### src/rtl/dmem_access_ctrl.sv
`default_nettype none
// +--------------------------------------------------------------------------+
// | dmem_access_ctrl: two-port arbiter and load/store/RMW sequencer for dmem |
// | rev 1.0                                                                  |
// +--------------------------------------------------------------------------+
module dmem_access_ctrl #(
  parameter int ADDR_W = 64,
  parameter bit RR_EN  = 1'b1
) (
  input  logic              clk,
  input  logic              rst_n,
  input  logic              m0_valid,
  output logic              m0_ready,
  input  logic              m0_we,
  input  logic [1:0]        m0_size,
  input  logic              m0_unsigned,
  input  logic [ADDR_W-1:0] m0_addr,
  input  logic [63:0]       m0_wdata,
  input  logic              m1_valid,
  output logic              m1_ready,
  input  logic              m1_we,
  input  logic [1:0]        m1_size,
  input  logic              m1_unsigned,
  input  logic [ADDR_W-1:0] m1_addr,
  input  logic [63:0]       m1_wdata,
  output logic              rsp_valid,
  output logic              rsp_id,
  output logic [63:0]       rsp_rdata,
  output logic              rsp_err,
  output logic              mem_read,
  output logic              mem_write,
  output logic [ADDR_W-1:0] mem_address,
  output logic [63:0]       mem_write_data,
  input  logic [63:0]       mem_read_data
);

  typedef enum logic [2:0] {IDLE, LOAD, ST_RD, ST_WR, RESP} state_t;

  state_t              state;
  logic                last_grant;
  logic                lat_id;
  logic                lat_uns;
  logic [1:0]          lat_size;
  logic [2:0]          lat_off;
  logic [63:0]         lat_wdata;

  logic                grant;
  logic                accept;
  logic                sel_we;
  logic                sel_uns;
  logic                sel_misaligned;
  logic [1:0]          sel_size;
  logic [ADDR_W-1:0]   sel_addr;
  logic [63:0]         sel_wdata;

  function automatic logic [63:0] load_ext(input logic [63:0] dw, input logic [2:0] off,
                                           input logic [1:0] sz, input logic uns);
    logic [63:0] sh;
    sh = dw >> {off, 3'b000};
    case (sz)
      2'd0:    load_ext = uns ? {56'd0, sh[7:0]}  : {{56{sh[7]}}, sh[7:0]};
      2'd1:    load_ext = uns ? {48'd0, sh[15:0]} : {{48{sh[15]}}, sh[15:0]};
      2'd2:    load_ext = uns ? {32'd0, sh[31:0]} : {{32{sh[31]}}, sh[31:0]};
      default: load_ext = sh;
    endcase
  endfunction

  function automatic logic [63:0] st_merge(input logic [63:0] old, input logic [63:0] wd,
                                           input logic [2:0] off, input logic [1:0] sz);
    logic [7:0]  bm;
    logic [63:0] m;
    case (sz)
      2'd0:    bm = 8'h01;
      2'd1:    bm = 8'h03;
      2'd2:    bm = 8'h0F;
      default: bm = 8'hFF;
    endcase
    bm = bm << off;
    for (int i = 0; i < 8; i++) m[i*8 +: 8] = {8{bm[i]}};
    st_merge = (old & ~m) | ((wd << {off, 3'b000}) & m);
  endfunction

  always_comb begin
    grant = 1'b0;
    if (m0_valid && m1_valid) grant = RR_EN ? ~last_grant : 1'b0;
    else if (m1_valid)        grant = 1'b1;
    sel_we    = grant ? m1_we       : m0_we;
    sel_size  = grant ? m1_size     : m0_size;
    sel_uns   = grant ? m1_unsigned : m0_unsigned;
    sel_addr  = grant ? m1_addr     : m0_addr;
    sel_wdata = grant ? m1_wdata    : m0_wdata;
    case (sel_size)
      2'd0:    sel_misaligned = 1'b0;
      2'd1:    sel_misaligned = sel_addr[0];
      2'd2:    sel_misaligned = |sel_addr[1:0];
      default: sel_misaligned = |sel_addr[2:0];
    endcase
  end

  // ready is combinational, so it is gated by reset to keep every output low in reset
  assign accept   = (state == IDLE) && (m0_valid || m1_valid) && rst_n;
  assign m0_ready = accept && !grant;
  assign m1_ready = accept && grant;

  always_ff @(posedge clk or negedge rst_n) begin
    if (!rst_n) begin
      state          <= IDLE;
      last_grant     <= 1'b1;
      lat_id         <= 1'b0;
      lat_uns        <= 1'b0;
      lat_size       <= 2'd0;
      lat_off        <= 3'd0;
      lat_wdata      <= 64'd0;
      rsp_valid      <= 1'b0;
      rsp_id         <= 1'b0;
      rsp_rdata      <= 64'd0;
      rsp_err        <= 1'b0;
      mem_read       <= 1'b0;
      mem_write      <= 1'b0;
      mem_address    <= '0;
      mem_write_data <= 64'd0;
    end else begin
      case (state)
        IDLE: begin
          if (accept) begin
            last_grant <= grant;
            lat_id     <= grant;
            lat_uns    <= sel_uns;
            lat_size   <= sel_size;
            lat_off    <= sel_addr[2:0];
            lat_wdata  <= sel_wdata;
            if (sel_misaligned) begin
              state     <= RESP;
              rsp_valid <= 1'b1;
              rsp_id    <= grant;
              rsp_rdata <= 64'd0;
              rsp_err   <= 1'b1;
            end else begin
              mem_address <= {sel_addr[ADDR_W-1:3], 3'b000};
              if (!sel_we) begin
                state    <= LOAD;
                mem_read <= 1'b1;
              end else if (sel_size == 2'd3) begin
                state          <= ST_WR;
                mem_write      <= 1'b1;
                mem_write_data <= sel_wdata;
              end else begin
                state    <= ST_RD;
                mem_read <= 1'b1;
              end
            end
          end
        end
        LOAD: begin
          state       <= RESP;
          mem_read    <= 1'b0;
          mem_address <= '0;
          rsp_valid   <= 1'b1;
          rsp_id      <= lat_id;
          rsp_rdata   <= load_ext(mem_read_data, lat_off, lat_size, lat_uns);
          rsp_err     <= 1'b0;
        end
        ST_RD: begin
          state          <= ST_WR;
          mem_read       <= 1'b0;
          mem_write      <= 1'b1;
          mem_write_data <= st_merge(mem_read_data, lat_wdata, lat_off, lat_size);
        end
        ST_WR: begin
          state          <= RESP;
          mem_write      <= 1'b0;
          mem_write_data <= 64'd0;
          mem_address    <= '0;
          rsp_valid      <= 1'b1;
          rsp_id         <= lat_id;
          rsp_rdata      <= 64'd0;
          rsp_err        <= 1'b0;
        end
        RESP: begin
          state     <= IDLE;
          rsp_valid <= 1'b0;
          rsp_id    <= 1'b0;
          rsp_rdata <= 64'd0;
          rsp_err   <= 1'b0;
        end
        default: state <= IDLE;
      endcase
    end
  end

endmodule
`default_nettype wire

### config.mk
export PLATFORM = sky130hd
export DESIGN_NAME = dmem_access_ctrl
export DESIGN_NICKNAME = d
export VERILOG_FILES = /design/src/rtl/dmem_access_ctrl.sv
export SDC_FILE = /design/constraint.sdc
export NUM_CORES = 1
export LEC_CHECK = 0
export CAP_MARGIN = 20
export CORE_AREA = 2 2 206 208
export DETAILED_ROUTE_END_ITERATION = 10
export DIE_AREA = 0 0 208 210
export DONT_BUFFER_PORTS = 1
export GPL_TIMING_DRIVEN = 0
export PLACE_DENSITY = 0.51
export SYNTH_ARGS = -nofsm -noshare
export SYNTH_HDL_FRONTEND = slang
export SYNTH_SLANG_ARGS = --single-unit
### constraint.sdc
create_clock -name clk -period 2.2 [get_ports clk]
set_input_delay 0.44 -clock clk [delete_from_list [all_inputs] [get_ports clk]]
set_output_delay 0.44 -clock clk [all_outputs]
set_load 0.05 [all_outputs]
==> flow_summary_export.csv, run 1 <==
group,metric,value,unit
global_routing,globalRouteTotalUtil,0.341,
cells_and_area,final_net_count,2248,
global_routing,met1_global_route_usage,0.451,
cts,clk_pin_slew,0.06,ns
yosys,yosys.area_share.simple,0.125,
yosys,synth_compound_area_frac,0.243,
drt,routed_wire_length_per_instance,31.4,um
drt,post-route-drc-count,0,
placed_design,i_o_buffers,0,
global_routing,grt_overflow,0,
critical_path,critical_path_arrival,1.94,ns
critical_path,worst-path-max-fanout,3,
yosys,postSynthCellCount,1699,
cts,clock_tree_from_tritoncts,"built",
global_routing,number_of_antenna_violations_at_the_first_check_in_global_routing,6,
timing,fin_hold_ws,-0.448,ns
global_routing,first_global_vias,15600,
power,design_power_total,38.7,mW
timing,grt_setup_unrepaired,"true",
cells_and_area,final_layout_size_suffix_gt1_frac,0.232,
timing,slew_violations,0,
cts,post_cts_hold_buffer_count,120,
yosys,mux_cell_area_share_after_synthesis,0.163,
timing,maxSlewHeadroom,0.382,
job,max-cap-violations,0,
timing,post-route-period-util,1.08,
power,power_density,1810,nW/um2
yosys,yosys_most_used_dff,"sky130_fd_sc_hd__dfrtp_1",
critical_path,worstSetupPathType,"flip-flop to output pin",
yosys,seq_area_frac_synth,0.415,
cts,worstSkewPairLatency,0.61,ns
yosys,synth_async_sr_flop_share,1.00,
yosys,ys_ff_latch,269,
global_routing,globalRouteMet3Util,0.0952,
cells_and_area,sequential_cell_area,6730,um2
cts,numCtsBuffers,31,
die,core.rowCount,75,
cts,cts_num_sinks,269,
cells_and_area,multi_input_comb_area,9460,um2
run_status,run_status,"complete, but fails checks",
drt,detailedRoute.firstIterationViolations,1577,
yosys,synth_cell_area,16200,um2
yosys,synth.lib_cells_used.distinct,65,
yosys,synth_xor_xnor_area_share,0,
yosys,post_synth.cell_area_avg,9.54,um2
yosys,netlist_top_cells_area,"sky130_fd_sc_hd__dfrtp_1 (41%), sky130_fd_sc_hd__mux2i_1 (9.3%), sky130_fd_sc_hd__nand2_1 (6.8%)",
die,floorplan.initialDensity,0.391,
yosys,synth-edff-count,0,
cts,cts-htree-levels,1,
placed_design,post_placement_cell_count,2242,
power,p_leak,9.19,nW
timing,final_critical_path_setup_slack,-0.182,ns
cells_and_area,layoutNonFillerInstCount,2485,
placed_design,gpl.final_weighted_congestion,0.988,
critical_path,end_kind,"output pin",
critical_path,critPathRequiredTime,1.76,ns
drt,total_via_count_after_detailed_routing,15900,
placed_design,hpwlAfterDp,59.9,mm
drt,antenna_left,0,
timing,report.final.setup_viol,117,
timing,maxClockFrequency,0.420,GHz
cts,max-clock-path-buffers,3,
drt,routed_wl,78.1,mm
die,design.portCount,531,
timing,transition_time_at_the_pin_with_the_least_slew_margin,0.927,ns
yosys,number_of_warnings_issued_by_yosys,0,
yosys,synth_largest_type_area_fraction,0.414,
timing,timing_hold_violations_final,268,
power,max-vdd-ir-drop,0.777,mV
drt,drt_pre_antenna_iters,7,
cells_and_area,n_fill_cell,3801,
global_routing,met2_capacity_usage_during_global_routing,0.535,
die,floorplan.die.width,208,um
global_routing,grt_pass1_wl,110,mm
yosys,synth_top_family_by_area,"compound AO/OA/AOI/OAI gates",
die,core,41500,um2
global_routing,gr-max-usage-layer,"met2",
placed_design,post-place-ws,-0.965,ns
global_routing,grt_max_degree,271,
yosys,library_cell_with_the_largest_summed_area_after_synthesis,"sky130_fd_sc_hd__dfrtp_1",
cts,clock_tree.root_cell,"sky130_fd_sc_hd__clkbuf_16",
yosys,post_synth_fa_ha_maj_area_fraction,0,
run_status,violations_in_the_final_reports,"hold timing, setup timing",
timing,final.setup_skew,0.0300,ns
die,dieArea,43700,um2
critical_path,startpoint_type,"flip-flop",
cells_and_area,syn2layout_area_growth,32.2,%
drt,routed_via_density,6.41,
die,vertical_die_dimension,210,um
timing,min_period,2.38,ns
min_path,type_of_the_most_critical_hold_path,"input port to async pin",
[final cells by class]
cell class	instances	area share
Antenna cell	6	0.000701
Buffer	161	0.0592
Clock buffer	50	0.0447
Clock inverter	7	0.00584
Inverter	7	0.00140
Multi-Input combinational cell	1257	0.441
Sequential cell	269	0.314
Tap cell	539	0.0315
Timing Repair Buffer	189	0.101
[sequential cells by signal (all words and copies together), names as in the netlist]
signal	cells
lat_wdata	64
lat_off	3
lat_size	2
mem_write	1
rsp_err	1
mem_address	61
rsp_rdata	64
state	3
mem_read	1
rsp_valid	1
rsp_id	1
mem_write_data	64
last_grant	1
lat_id	1
lat_uns	1
[report_power, final]
group	internal (mW)	switching, mW
Combinational	8.49	10.4
Sequential	6.98	7.36
Clock	3.31	2.16
[layout by cell type (no fill, tap or decap), types with 9 or more instances in the layout]
| cell type | n |
|---|---|
| sky130_fd_sc_hd__a21oi_1 | 87 |
| sky130_fd_sc_hd__buf_2 | 14 |
| sky130_fd_sc_hd__buf_4 | 53 |
| sky130_fd_sc_hd__buf_16 | 9 |
| sky130_fd_sc_hd__buf_12 | 18 |
| sky130_fd_sc_hd__nor3_1 | 13 |
| sky130_fd_sc_hd__clkbuf_8 | 11 |
| sky130_fd_sc_hd__a31oi_1 | 11 |
| sky130_fd_sc_hd__mux2i_4 | 10 |
| sky130_fd_sc_hd__a311oi_1 | 61 |
| sky130_fd_sc_hd__buf_6 | 16 |
| sky130_fd_sc_hd__a32oi_1 | 13 |
| sky130_fd_sc_hd__o21ai_0 | 106 |
| sky130_fd_sc_hd__o22a_1 | 63 |
| sky130_fd_sc_hd__a22o_1 | 33 |
| sky130_fd_sc_hd__mux2i_1 | 120 |
| sky130_fd_sc_hd__nand2b_1 | 16 |
| sky130_fd_sc_hd__a22o_4 | 21 |
| sky130_fd_sc_hd__clkbuf_4 | 17 |
| sky130_fd_sc_hd__dlygate4sd3_1 | 120 |
| sky130_fd_sc_hd__clkbuf_16 | 38 |
| sky130_fd_sc_hd__nor2_1 | 107 |
| sky130_fd_sc_hd__mux2i_2 | 21 |
| sky130_fd_sc_hd__and2_1 | 10 |
| sky130_fd_sc_hd__nand2_1 | 295 |
| sky130_fd_sc_hd__clkbuf_1 | 44 |
| sky130_fd_sc_hd__mux4_2 | 37 |
| sky130_fd_sc_hd__o211ai_1 | 16 |
| sky130_fd_sc_hd__clkbuf_2 | 33 |
| sky130_fd_sc_hd__dfrtp_1 | 267 |
| sky130_fd_sc_hd__a211o_1 | 9 |
| sky130_fd_sc_hd__buf_8 | 24 |
| sky130_fd_sc_hd__mux2_2 | 24 |
| sky130_fd_sc_hd__a21oi_2 | 28 |
| sky130_fd_sc_hd__nand3_1 | 9 |
[synthesized netlist by cell type (33+ instances only)]
master	count
sky130_fd_sc_hd__a21oi_1	116
sky130_fd_sc_hd__a22o_1	33
sky130_fd_sc_hd__a311oi_1	67
sky130_fd_sc_hd__buf_2	35
sky130_fd_sc_hd__clkbuf_1	87
sky130_fd_sc_hd__dfrtp_1	268
sky130_fd_sc_hd__mux2i_1	151
sky130_fd_sc_hd__mux4_2	37
sky130_fd_sc_hd__nand2_1	295
sky130_fd_sc_hd__nor2_1	113
sky130_fd_sc_hd__o21ai_0	117
sky130_fd_sc_hd__o22a_1	63
[final timing paths]
kind	start	endpoint	slack, ns	cells after the start
setup / recovery	state[2]$_DFFE_PN0P_	m0_ready	-0.18	4
hold / removal	rst_n	mem_write_data[46]$_DFFE_PN0P_	-0.45	0
min in group clk	m0_addr[29]	mem_address[29]$_DFFE_PN0P_	0.02	2
hold reg to reg	lat_wdata[63]$_DFFE_PN0P_	lat_wdata[63]$_DFFE_PN0P_	0.50	2
setup reg to reg	last_grant$_DFFE_PN1P_	mem_write_data[50]$_DFFE_PN0P_	-0.16	10
max in group asynchronous	rst_n	rsp_rdata[60]$_DFFE_PN0P_	1.88	0
[layer usage]
metal  vias to the layer above  routed length, um
met5                         -                  0
met4                         0               3230
met3                       167               8210
met2                       974              35400
met1                      8042              31300
li1                       6740                  -
[per-stage QoR]
stage | utilization | area (um2) | setup TNS, ns
after floorplan | - | 16200 | 0
after global placement | 0.407 | 16900 | -148.11
after detailed placement | 0.408 | 16900 | -106.60
after CTS | 0.499 | 20700 | -5.19
after global routing | 0.516 | 21400 | -15.68
final | 0.517 | 21400 | -10.45
[timing repair]
item / CTS / global route
setup buffers: 36 / 17
resized for setup: 256 / 139
gates cloned: 11 / 9
endpoints found under the hold margin: 335 / 269
setup endpoints to repair: 268 / 194
pin swaps: 21 / 42
[cells by family after synthesis]
family / count (synthesis)
other: 1
flip-flops: 269
buffers and inverters: 175
AND/OR/NAND/NOR: 488
AO/OA/AOI/OAI: 552
multiplexers: 214
[critical path, stage by stage, from the launching register on]
cell and delay [ns]:
sky130_fd_sc_hd__dfrtp_1 0.41, sky130_fd_sc_hd__nor4b_4 0.37, sky130_fd_sc_hd__o21ai_2 0.12, sky130_fd_sc_hd__buf_8 0.15
sky130_fd_sc_hd__nor2_4 0.28
Note: power is estimated with default switching activity, not from simulation.
==> run 2, diff against run 1 <==
--- a/config.mk
+++ b/config.mk
@@ -12,6 +12,7 @@
 export DONT_BUFFER_PORTS = 1
 export GPL_TIMING_DRIVEN = 0
 export PLACE_DENSITY = 0.51
+export SKIP_CTS_REPAIR_TIMING = 1
 export SYNTH_ARGS = -nofsm -noshare
 export SYNTH_HDL_FRONTEND = slang
 export SYNTH_SLANG_ARGS = --single-unit
==> flow_summary_export.csv, run 2 (same netlist as run 1, synthesis figures left out) <==
group,metric,value,unit
run_status,run_status,"complete, but fails checks",
run_status,violations_in_the_final_reports,"hold timing, setup timing",
timing,slew_violations,0,
drt,total_via_count_after_detailed_routing,15500,
timing,final_critical_path_setup_slack,-0.333,ns
placed_design,i_o_buffers,0,
critical_path,worst-path-max-fanout,4,
cts,cts-htree-levels,1,
job,max-cap-violations,0,
timing,report.final.setup_viol,125,
die,design.portCount,531,
die,dieArea,43700,um2
placed_design,gpl.final_weighted_congestion,0.988,
timing,post-route-period-util,1.15,
cells_and_area,reg.largest.list,"lat_wdata x64, mem_write_data x64, rsp_rdata x64",
min_path,type_of_the_most_critical_hold_path,"input port to async pin",
global_routing,first_global_vias,14500,
cts,clock_tree.root_cell,"sky130_fd_sc_hd__clkbuf_16",
cts,clock_tree_from_tritoncts,"built",
timing,grt_setup_unrepaired,"true",
global_routing,globalRouteTotalUtil,0.327,
cts,clk_pin_slew,0.06,ns
drt,detailedRoute.firstIterationViolations,1630,
cts,cts_num_sinks,269,
power,p_leak,8.79,nW
critical_path,setup.reg_to_reg.worst_slack,-0.24,ns
cells_and_area,final_net_count,2163,
cts,max-clock-path-buffers,3,
global_routing,number_of_antenna_violations_at_the_first_check_in_global_routing,7,
critical_path,depth_of_the_most_critical_reg_to_reg_path,10,
power,power_density,1890,nW/um2
global_routing,grt_pass1_wl,105,mm
power,design_power_total,38.7,mW
drt,routed_via_density,6.43,
drt,drt_pre_antenna_iters,6,
timing,final.setup_skew,0.0276,ns
die,floorplan.initialDensity,0.391,
power,max-vdd-ir-drop,0.772,mV
die,core.rowCount,75,
critical_path,worstSetupPathType,"flip-flop to output pin",
die,floorplan.die.width,208,um
drt,post-route-drc-count,0,
timing,maxSlewHeadroom,0.170,
global_routing,grt_max_degree,271,
cells_and_area,most_common_library_cell_in_the_layout_ignoring_fill_and_taps,"sky130_fd_sc_hd__nand2_1",
critical_path,critical_path_arrival,2.09,ns
cells_and_area,mostFrequentLayoutCells,"sky130_fd_sc_hd__nand2_1 (295), sky130_fd_sc_hd__dfrtp_1 (267), sky130_fd_sc_hd__mux2i_1 (121)",
critical_path,end_kind,"output pin",
critical_path,critPathRequiredTime,1.76,ns
cts,worstSkewPairLatency,0.61,ns
cells_and_area,final_layout_size_suffix_gt1_frac,0.230,
placed_design,hpwlAfterDp,59.9,mm
die,core,41500,um2
cts,numCtsBuffers,31,
timing,min_period,2.53,ns
critical_path,startpoint_type,"flip-flop",
cells_and_area,syn2layout_area_growth,26.4,%
timing,timing_hold_violations_final,292,
drt,routed_wire_length_per_instance,32.1,um
global_routing,grt_overflow,0,
drt,antenna_left,0,
timing,maxClockFrequency,0.395,GHz
timing,transition_time_at_the_pin_with_the_least_slew_margin,1.24,ns
drt,routed_wl,77.0,mm
die,vertical_die_dimension,210,um
timing,fin_hold_ws,-0.452,ns
==> run 2: cell count changes in the layout (fill, tap and decap cells not counted), moves of 5 or more <==
cell                            delta
sky130_fd_sc_hd__buf_16            -8
sky130_fd_sc_hd__a21oi_2          -23
sky130_fd_sc_hd__a21oi_1          +24
sky130_fd_sc_hd__o2bb2ai_1         -6
sky130_fd_sc_hd__clkbuf_16         +8
sky130_fd_sc_hd__mux2i_4           +6
sky130_fd_sc_hd__buf_6            +12
sky130_fd_sc_hd__buf_12            -7
sky130_fd_sc_hd__mux2i_2           -7
sky130_fd_sc_hd__o2bb2ai_4         +6
sky130_fd_sc_hd__clkbuf_1          +5
sky130_fd_sc_hd__dlygate4sd3_1    -87
sky130_fd_sc_hd__buf_8             -6
==> run 2: layout make-up <==
type / instances / area (um2)
Tap cell: 539 / 674
Clock buffer: 50 / 957
Inverter: 7 / 33.8
Clock inverter: 7 / 125
Multi-Input combinational cell: 1257 / 9500
Sequential cell: 269 / 6730
Fill cell: 3937 / 21000
Timing Repair Buffer: 102 / 1160
Buffer: 163 / 1280
Antenna cell: 8 / 20.0
==> run 2: worst paths after layout <==
| kind | from | end |
|---|---|---|
| worst min-delay path | rst_n | mem_write_data[46]$_DFFE_PN0P_ |
| max in group asynchronous | rst_n | lat_wdata[38]$_DFFE_PN0P_ |
| min in group clk | m1_addr[57] | mem_address[57]$_DFFE_PN0P_ |
| worst max register to register | last_grant$_DFFE_PN1P_ | mem_write_data[16]$_DFFE_PN0P_ |
| worst max-delay path | state[0]$_DFFE_PN0P_ | m0_ready |
| worst min register to register | lat_id$_DFFE_PN0P_ | lat_id$_DFFE_PN0P_ |
==> run 2: report_power, final <==
part	switching [mW]	internal [mW]	total, mW
combinational	10.4	8.45	18.9
clock	2.17	3.31	5.48
sequential	7.39	6.98	14.4
==> run 2: worst max-delay path: stages (launching register included) <==
cell and delay [ns]:
sky130_fd_sc_hd__dfrtp_2 0.43, sky130_fd_sc_hd__nor4b_4 0.36, sky130_fd_sc_hd__o21ai_2 0.13, sky130_fd_sc_hd__buf_8 0.15
sky130_fd_sc_hd__buf_12 0.12, sky130_fd_sc_hd__nor2_4 0.30
==> run 2: per-layer routing <==
layer	GRT usage	share of wire
met1	0.434	0.40
met2	0.515	0.45
met3	0.0974	0.11
met4	0.105	0.045
met5	0	0
==> run 2: metrics by stage <==
stage | util | instance area (um2) | worst slack [ns] | setup TNS [ns] | instances
after detailed placement | 0.408 | 16900 | -0.965 | -106.60 | 2242
after CTS | 0.434 | 18000 | -1.38 | -96.60 | 2299
after global routing | 0.494 | 20500 | -0.373 | -22.98 | 2399
after floorplan | - | 16200 | 0.0897 | 0 | 1701
after global placement | 0.407 | 16900 | -1.18 | -148.11 | 2240
final | 0.494 | 20500 | -0.333 | -18.31 | 2402
==> run 3, diff against run 2 <==
--- a/config.mk
+++ b/config.mk
@@ -5,6 +5,7 @@
 export SDC_FILE = /design/constraint.sdc
 export NUM_CORES = 1
 export LEC_CHECK = 0
+export ABC_CLOCK_PERIOD_IN_PS = 2200
 export CAP_MARGIN = 20
 export CORE_AREA = 2 2 206 208
 export DETAILED_ROUTE_END_ITERATION = 10
==> results of run 3 <==
Final layout, timing and power as in run 2 (identical DEF).
